`src/rtl/dfr_phase_sequencer.sv`:
```
// -----------------------------------------------------------------------------
// dfr_phase_sequencer
//   Run sequencer for the DFR core. A run streams input-memory samples through
//   the reservoir in two phases:
//     INIT (warm-up, outputs discarded) then RUN (outputs written to history).
//   Afterwards it optionally launches the matrix multiplier and reports done.
//   Step counts come from registers at runtime; all config is latched at start.
//
// Ports
//   clk, rst          clock, synchronous active-high reset
//   start             begin a run (only accepted in IDLE)
//   abort             cancel the current run (ignored in IDLE)
//   skip_mm           1: skip the matrix-multiply phase
//   num_init_steps    warm-up step count (CNT_WIDTH)
//   num_run_steps     recorded step count (ADDR_WIDTH), must be non-zero
//   mm_busy           matrix multiplier busy
//   busy              high in every state except IDLE
//   done              1-cycle pulse on successful completion
//   err               1-cycle pulse when a start is rejected (run count 0)
//   phase             encoded state (IDLE=0 .. DONE=7)
//   input_addr        input RAM read address (RAM has 1-cycle read latency)
//   reservoir_en      reservoir step enable
//   reservoir_rst     reservoir clear
//   history_wen       history RAM write enable
//   history_addr      history RAM write address
//   mm_start          1-cycle matrix-multiply start pulse
// -----------------------------------------------------------------------------
module dfr_phase_sequencer #(
    parameter int ADDR_WIDTH  = 16,
    parameter int CNT_WIDTH   = 32,
    parameter int RES_LATENCY = 1
) (
    input  logic                  clk,
    input  logic                  rst,
    input  logic                  start,
    input  logic                  abort,
    input  logic                  skip_mm,
    input  logic [CNT_WIDTH-1:0]  num_init_steps,
    input  logic [ADDR_WIDTH-1:0] num_run_steps,
    input  logic                  mm_busy,
    output logic                  busy,
    output logic                  done,
    output logic                  err,
    output logic [2:0]            phase,
    output logic [ADDR_WIDTH-1:0] input_addr,
    output logic                  reservoir_en,
    output logic                  reservoir_rst,
    output logic                  history_wen,
    output logic [ADDR_WIDTH-1:0] history_addr,
    output logic                  mm_start
);

    typedef enum logic [2:0] {
        S_IDLE     = 3'd0,
        S_RES_RST  = 3'd1,
        S_INIT     = 3'd2,
        S_RUN      = 3'd3,
        S_DRAIN    = 3'd4,
        S_MM_START = 3'd5,
        S_MM_WAIT  = 3'd6,
        S_DONE     = 3'd7
    } state_t;

    state_t                  r_state;
    logic [CNT_WIDTH-1:0]    r_init;
    logic [CNT_WIDTH:0]      r_total;     // init + run, one bit wider than the init count
    logic [CNT_WIDTH:0]      r_step;      // index of the step currently on input_addr
    logic                    r_skip;
    logic                    r_mm_first;  // first MM_WAIT cycle: mm_busy not yet meaningful
    logic                    r_busy;
    logic                    r_done;
    logic                    r_err;
    logic                    r_res_rst;
    logic                    r_mm_start;

    // Valid/tag pipeline: stage 0 is the reservoir_en cycle, stage RES_LATENCY the write cycle.
    logic [RES_LATENCY:0]    r_vld;
    logic [RES_LATENCY:0]    r_tag;
    logic                    r_hwen;
    logic [ADDR_WIDTH-1:0]   r_haddr;
    logic [ADDR_WIDTH-1:0]   r_hist_cnt;

    logic                    w_issue;
    logic                    w_accept;
    logic                    w_abort;
    logic                    w_wr;
    logic                    w_pending;
    logic [RES_LATENCY:0]    w_vld_in;
    logic [RES_LATENCY:0]    w_tag_in;
    logic [CNT_WIDTH:0]      w_step_next;

    assign w_issue     = ((r_state == S_INIT) || (r_state == S_RUN)) && !abort;
    assign w_abort     = (r_state != S_IDLE) && abort;
    assign w_accept    = (r_state == S_IDLE) && start && (num_run_steps != {ADDR_WIDTH{1'b0}});
    assign w_step_next = r_step + {{CNT_WIDTH{1'b0}}, 1'b1};
    assign w_wr        = w_vld_in[RES_LATENCY] & w_tag_in[RES_LATENCY];

    // Next contents of the valid/tag pipeline and whether anything is still in flight
    always_comb begin
        w_vld_in    = {(RES_LATENCY+1){1'b0}};
        w_tag_in    = {(RES_LATENCY+1){1'b0}};
        w_vld_in[0] = w_issue;
        w_tag_in[0] = (r_state == S_RUN);
        for (int i = 1; i <= RES_LATENCY; i++) begin
            w_vld_in[i] = r_vld[i-1];
            w_tag_in[i] = r_tag[i-1];
        end
        // Pending when any stage below the write stage still holds a step: the
        // top stage is written this cycle, so the pipeline is empty after it.
        w_pending = 1'b0;
        for (int i = 0; i < RES_LATENCY; i++) begin
            w_pending = w_pending | r_vld[i];
        end
    end

    // Sequencer FSM with its registered control outputs
    always_ff @(posedge clk) begin
        if (rst) begin
            r_state    <= S_IDLE;
            r_init     <= {CNT_WIDTH{1'b0}};
            r_total    <= {(CNT_WIDTH+1){1'b0}};
            r_step     <= {(CNT_WIDTH+1){1'b0}};
            r_skip     <= 1'b0;
            r_mm_first <= 1'b0;
            r_busy     <= 1'b0;
            r_done     <= 1'b0;
            r_err      <= 1'b0;
            r_res_rst  <= 1'b0;
            r_mm_start <= 1'b0;
        end else begin
            r_done     <= 1'b0;
            r_err      <= 1'b0;
            r_res_rst  <= 1'b0;
            r_mm_start <= 1'b0;
            if (w_abort) begin
                r_state   <= S_IDLE;
                r_busy    <= 1'b0;
                r_res_rst <= 1'b1;
            end else begin
                case (r_state)
                    S_IDLE: begin
                        if (w_accept) begin
                            r_init    <= num_init_steps;
                            r_total   <= {1'b0, num_init_steps} + (CNT_WIDTH+1)'(num_run_steps);
                            r_skip    <= skip_mm;
                            r_step    <= {(CNT_WIDTH+1){1'b0}};
                            r_state   <= S_RES_RST;
                            r_busy    <= 1'b1;
                            r_res_rst <= 1'b1;
                        end else if (start) begin
                            r_err <= 1'b1;
                        end else begin
                            r_state <= S_IDLE;
                        end
                    end
                    S_RES_RST: begin
                        r_state <= (r_init == {CNT_WIDTH{1'b0}}) ? S_RUN : S_INIT;
                    end
                    S_INIT: begin
                        // A run step always follows, so the index keeps counting.
                        r_step <= w_step_next;
                        if (w_step_next == {1'b0, r_init}) begin
                            r_state <= S_RUN;
                        end else begin
                            r_state <= S_INIT;
                        end
                    end
                    S_RUN: begin
                        // input_addr holds the last index once issue stops.
                        if (w_step_next == r_total) begin
                            r_state <= S_DRAIN;
                        end else begin
                            r_step <= w_step_next;
                        end
                    end
                    S_DRAIN: begin
                        if (!w_pending) begin
                            if (r_skip) begin
                                r_state <= S_DONE;
                                r_done  <= 1'b1;
                            end else begin
                                r_state    <= S_MM_START;
                                r_mm_start <= 1'b1;
                            end
                        end else begin
                            r_state <= S_DRAIN;
                        end
                    end
                    S_MM_START: begin
                        r_state    <= S_MM_WAIT;
                        r_mm_first <= 1'b1;
                    end
                    S_MM_WAIT: begin
                        r_mm_first <= 1'b0;
                        if (!r_mm_first && !mm_busy) begin
                            r_state <= S_DONE;
                            r_done  <= 1'b1;
                        end else begin
                            r_state <= S_MM_WAIT;
                        end
                    end
                    S_DONE: begin
                        r_state <= S_IDLE;
                        r_busy  <= 1'b0;
                    end
                    default: begin
                        r_state <= S_IDLE;
                        r_busy  <= 1'b0;
                    end
                endcase
            end
        end
    end

    // Step pipeline and history write address generation
    always_ff @(posedge clk) begin
        if (rst) begin
            r_vld      <= {(RES_LATENCY+1){1'b0}};
            r_tag      <= {(RES_LATENCY+1){1'b0}};
            r_hwen     <= 1'b0;
            r_haddr    <= {ADDR_WIDTH{1'b0}};
            r_hist_cnt <= {ADDR_WIDTH{1'b0}};
        end else if (w_abort) begin
            // Flush: steps in flight never reach the reservoir or history RAM.
            r_vld  <= {(RES_LATENCY+1){1'b0}};
            r_tag  <= {(RES_LATENCY+1){1'b0}};
            r_hwen <= 1'b0;
        end else if (w_accept) begin
            r_vld      <= {(RES_LATENCY+1){1'b0}};
            r_tag      <= {(RES_LATENCY+1){1'b0}};
            r_hwen     <= 1'b0;
            r_haddr    <= {ADDR_WIDTH{1'b0}};
            r_hist_cnt <= {ADDR_WIDTH{1'b0}};
        end else begin
            r_vld  <= w_vld_in;
            r_tag  <= w_tag_in;
            r_hwen <= w_wr;
            if (w_wr) begin
                r_haddr    <= r_hist_cnt;
                r_hist_cnt <= r_hist_cnt + {{(ADDR_WIDTH-1){1'b0}}, 1'b1};
            end else begin
                r_haddr <= r_haddr;
            end
        end
    end

    assign busy          = r_busy;
    assign done          = r_done;
    assign err           = r_err;
    assign phase         = r_state;
    assign input_addr    = r_step[ADDR_WIDTH-1:0];
    assign reservoir_en  = r_vld[0];
    assign reservoir_rst = r_res_rst;
    assign history_wen   = r_hwen;
    assign history_addr  = r_haddr;
    assign mm_start      = r_mm_start;

endmodule

```
`config.mk`:
```
export PLATFORM = sky130hd
export DESIGN_NAME = dfr_phase_sequencer
export DESIGN_NICKNAME = d
export VERILOG_FILES = /design/src/rtl/dfr_phase_sequencer.sv
export SDC_FILE = /design/constraint.sdc
export NUM_CORES = 1
export LEC_CHECK = 0
export CAP_MARGIN = 15
export CORE_MARGIN = 8
export CORE_UTILIZATION = 45
export DETAILED_ROUTE_END_ITERATION = 8
export HOLD_SLACK_MARGIN = 0.1
export PLACE_DENSITY = 0.72
export SLEW_MARGIN = 20
export SYNTH_ARGS = -nofsm -noshare
export SYNTH_HDL_FRONTEND = slang
export SYNTH_SLANG_ARGS = --single-unit
```
`constraint.sdc`:
```
create_clock -name clk -period 9.7 [get_ports clk]
set_input_delay 0.97 -clock clk [delete_from_list [all_inputs] [get_ports clk]]
set_output_delay 0.97 -clock clk [all_outputs]
set_load 0.02 [all_outputs]
```
; ---- Word level (Yosys, flattened, before mapping)
; Index checks and enable logic that the tools add are counted.
[op_classes]
n_addsub = 3
n_eq_ne = 13
muxes = 28
n_bitwise = 4
reduce_logical = 27
[ops]
columns = cell, count
row1 = $pmux W33 S3, 1
row2 = $mux W33, 2
row3 = $mux W16, 4
row4 = $add A32 B16 Y33, 1
row5 = $add A33 B1 Y33 const B, 1
row6 = $eq A33 B32 Y1, 1
row7 = $eq A33 B33 Y1, 1
row8 = $logic_not A32 Y1, 1
row9 = $pmux W3 S8, 1
row10 = $add A16 B1 Y16 const B, 1
row11 = $reduce_bool A16 Y1, 1
row12 = $eq A3 B3 Y1 const B, 4
row13 = $mux W1, 12
row14 = $mux W3, 3
row15 = $reduce_and A2 Y1, 4
row16 = $reduce_or A4 Y1, 2
row17 = $eq A3 B2 Y1 const B, 2
row18 = $pmux W1 S2, 3
row19 = $reduce_bool A2 Y1, 3
row20 = $reduce_bool A3 Y1, 2
row21 = $logic_and A1 B1 Y1, 5
row22 = $mux W2, 2
row23 = $ne A2 B2 Y1 const B, 2
row24 = $reduce_and A4 Y1, 1
row25 = other kinds (11), 15
[word_totals]
ff_bits = 143
input_bits = 54
out_inout_bits = 42
elab_cells = 91

; ---- Longest topological paths before layout
[logic_depth]
depth_word = 6
mapped_depth = 14
ltp_nobuf = 12

; ---- Worst setup path after synthesis
; OpenSTA, ideal clock, no wires.
[synth_timing]
kind = reg2reg
start = register r_step[1]
end = register r_step[2]
setup_time_ns = 0.134
arrival_time_ns = 3.362
required_time_ns = 9.566
path_slack_ns = 6.204
stages_incl_launch_ff = 13
n_path_buf = 2
period_less_slack_ns = 3.496
path_cell_list = dfxtp_1 -> ha_1 -> clkbuf_1 -> and3_1 -> clkbuf_1 -> nand3_1 -> a32oi_1 -> o211ai_1 -> or4_1 -> nor4_2 -> nand4_4 -> and3_1 -> or4_1
[synth_via]
elab_chain_cells = 4
elab_cells_between_ends = 6
cone_classes = add/sub: 1 / eq/ne: 2 / mux: 2 / reduce/logical: 1
[synth_rtl]
columns = item, line_no
row1 = start: declaration, 67  ; logic [CNT_WIDTH:0] r_step;
row2 = start signal: assignment, 122  ; r_step <= {(CNT_WIDTH+1){1'b0}};
row3 = start signal: assignment, 146  ; r_step <= {(CNT_WIDTH+1){1'b0}};
row4 = start signal: assignment, 161  ; r_step <= w_step_next;
row5 = $add A33 B1 Y33 (*), 95  ; assign w_step_next = r_step + {{CNT_WIDTH{1'b0}}, 1'b1};
row6 = $eq A33 B33 Y1, 170  ; if (w_step_next == r_total) begin
row7 = $ne A2 B2 Y1 (no line), -
row8 = $reduce_and A4 Y1 (no line), -
; Mark *: on every way between the ends. The rest lies on a longest branch, timed or not. The select of a mux whose other input is x is not followed.
; A chain may end at the register's enable or synchronous reset.

; ---- Final worst setup path
[layout_timing]
start = register r_step[2]
end = register r_step[2]
; Same word-level chain as after synthesis.

==> results.ini <==
[critical_path]
crit_fanout=36
cp.required_ps=10010
r2r-start=r_step[2]
start_kind=flop
startpoint=r_step[2]
end_kind=flop
worstSetupPathType=flop to flop
r2r_slack_ps=4730
cp.arrival_ps=5280

[routing]
drt_iter0_markers=1019
routed_via_density=6.09
finalWirelength_um=29700
wl_per_cell_um=20.1
dr_total_vias=9000
dr.pass1.iters=6
ant_nets=0
drc=0

[logic_synthesis]
synthArstFlopShare_pct=0
synthTopCellsByCount=164 x nand2_1, 143 x dfxtp_1, 89 x a21oi_1, 86 x nor2_1, 61 x clkbuf_1
syn_nets=1246
yosys_warnings=0
synth_ff_type=dfxtp_1
yosysTopAreaCellShare_pct=31.8
synthTopCellsByArea=dfxtp_1 32%, nand2_1 6.8%, xnor2_1 5.6%
synth_top_area_cell=dfxtp_1
synth-seq-area-share_pct=31.8
ys_ff_latch=143
yosysUniqueCellTypes=72
synth_edf_count=0
avgSynthCellArea_um2=7.68
synth_area_um2=9010
synth_most_common_cell=nand2_1
synth_cells=1173

[finish]
multi_input_area_um2=5620
area_growth_pct=17.0
drive_above_1_share_pct=5.19
antenna_cells=0
finalInstanceArea_um2=10500
nNetsFinal=1273
nFillCells=1904
ff_latch_area_um2=2860

[timing]
fin_setup_tns_ps=0
final-setup-viol-count=0
maxSlewViolCount=0
fin_skew_ps=11.4
tightest_slew_ps=998
grt_setup_unrepaired=false
final_hold_viol_count=0
relSlewSlack_pct=32.9
period_minus_slack_ps=4970
fmax_mhz=201
post-route-period-util_pct=51.2

[place]
placed_cell_area_um2=9920
hpwl_um=22100
io_buffers=95
place_congestion=0.990

[cts]
insertion_delay_ps=430
cts_made_buffers=17
cts_sinks=143
cts_tree=built
root_buffer=clkbuf_16
ctsResizeCount=0
htreeDepth=4
path_clk_slew_ps=70
clk_path_buf_depth=2
cts_setup_buffers=0
hold_buffers=0

[run_status]
status=finished clean

[global_routing]
use_met3_pct=4.74
antenna_found_initial=0
grt_pass1_vias=8337
grt_use_met2_pct=34.9
grt_max_degree=81
grt_use_total_pct=23.9
grt_pass1_wl_um=46500
busiest_layer=met2
grt_remaining_overflow=0
use_met1_pct=33.4

[power_and_ir_drop]
clkPwrFrac_pct=42.9
switching_share_pct=30.9
power_frac_comb_pct=15.9
leakagePower_nw=3.66
p_sw_w=0.000491
internal_power_w=0.00110
power.sequential.fraction_pct=41.2
irDropWorstVdd_uv=111
powerDensity_nw_per_um2=151

[floorplanning]
die_w_um=157
initial_core_util_pct=46.1
die_area_um2=24800
die_height_um=157
io_pins=96
core-area_um2=19500
rows=51

[flow_run]
maxCapViolations=0

[min_path]
hold_start=r_total[4]
hp-class=flop to flop

## worst max-delay path: stages, from the launching register on
cell       delay, ps
dfxtp_1          630
nand4_1          420
nor4_1           860
buf_4            300
nand2_1          100
xor2_1           190
a2111o_1         480
a2111oi_4        370
nand4_4          570
and3_1           410
or4_1            500
## power groups by stage
stage	clock [W]	combinational [W]	sequential, W
after floorplan	0	0.000174	0.000650
after global placement	0	0.000247	0.000666
after detailed placement	0	0.000248	0.000667
after CTS	0.000685	0.000250	0.000653
after global routing	0.000713	0.000278	0.000657
final	0.000681	0.000252	0.000655
## final cells by class
type | count | area share [%]
Clock buffer | 17 | 4.04
Clock inverter | 15 | 1.78
Inverter | 26 | 0.926
Multi-Input combinational cell | 908 | 53.3
Sequential cell | 143 | 27.2
Tap cell | 265 | 3.15
Timing Repair Buffer | 104 | 9.61
## logic make-up (layout without fill, tap and decap cells)
| family | Yosys count | count (layout) | share of synthesized area, % |
|---|---|---|---|
| AOI/OAI and AO/OA | 270 | 270 | 19.7 |
| xor gates and xnor gates | 103 | 103 | 10.3 |
| adders and majority gates | 19 | 19 | 2.72 |
| buffers and inverters | 122 | 162 | 6.07 |
| DFF | 143 | 143 | 31.8 |
| muxes | 5 | 5 | 0.570 |
| and+or+nand+nor | 511 | 511 | 28.9 |
## per-stage QoR
step	worst slack [ps]	cells	util, %	hold WS (ps)	total power, W
CTS	4730	1478	54.0	473	0.00159
global placement	4780	1446	50.8	453	0.000913
finish	4730	1478	54.0	471	0.00159
detailed placement	4720	1446	50.8	455	0.000915
floorplan	6200	1173	-	434	0.000824
global route	4470	1478	54.0	491	0.00165
## layout by cell type, fill, tap and decap left out, drive strengths merged, types with 6 or more instances in the layout
cell | synthesis | layout
nand2 | 164 | 164
dfxtp | 143 | 143
clkdlybuf4s50 | 0 | 94
a21oi | 89 | 89
nor2 | 86 | 86
xnor2 | 58 | 58
xor2 | 43 | 43
nand4 | 42 | 42
a31oi | 39 | 39
nand3 | 39 | 39
nor4 | 35 | 35
o21ai | 35 | 35
inv | 25 | 34
nor3 | 32 | 32
a211oi | 22 | 22
nand2b | 18 | 18
ha | 18 | 18
and3 | 17 | 17
a22o | 17 | 17
clkbuf | 61 | 17
or3 | 15 | 15
nor2b | 12 | 12
or4 | 11 | 11
and4 | 10 | 10
buf | 35 | 10
nand3b | 8 | 8
and2 | 8 | 8
o21a | 6 | 6
## sequential cells by signal, indices dropped and copies added (netlist names)
register and cells:
busy 1, done 1, err 1, history_addr 16
history_wen 1, mm_start 1, phase 3, r_hist_cnt 16
r_init 32, r_mm_first 1, r_skip 1, r_step 33
r_tag 1, r_total 33, r_vld 1, reservoir_rst 1
## layer usage
metal	vias to the layer above	wire length, µm	share of wire [%]
li1	4298	-	-
met4	0	1100	3.7
met2	456	12700	43
met5	-	0	0
met3	78	2720	9.2
met1	4168	13200	45
## worst paths after layout
check,end,depth (start not counted)
setup reg to reg,r_step[2],10
hold / removal,r_total[4],2
setup / recovery,r_step[2],10
hold reg to reg,r_total[4],2
(Power assumes the default switching activity.)
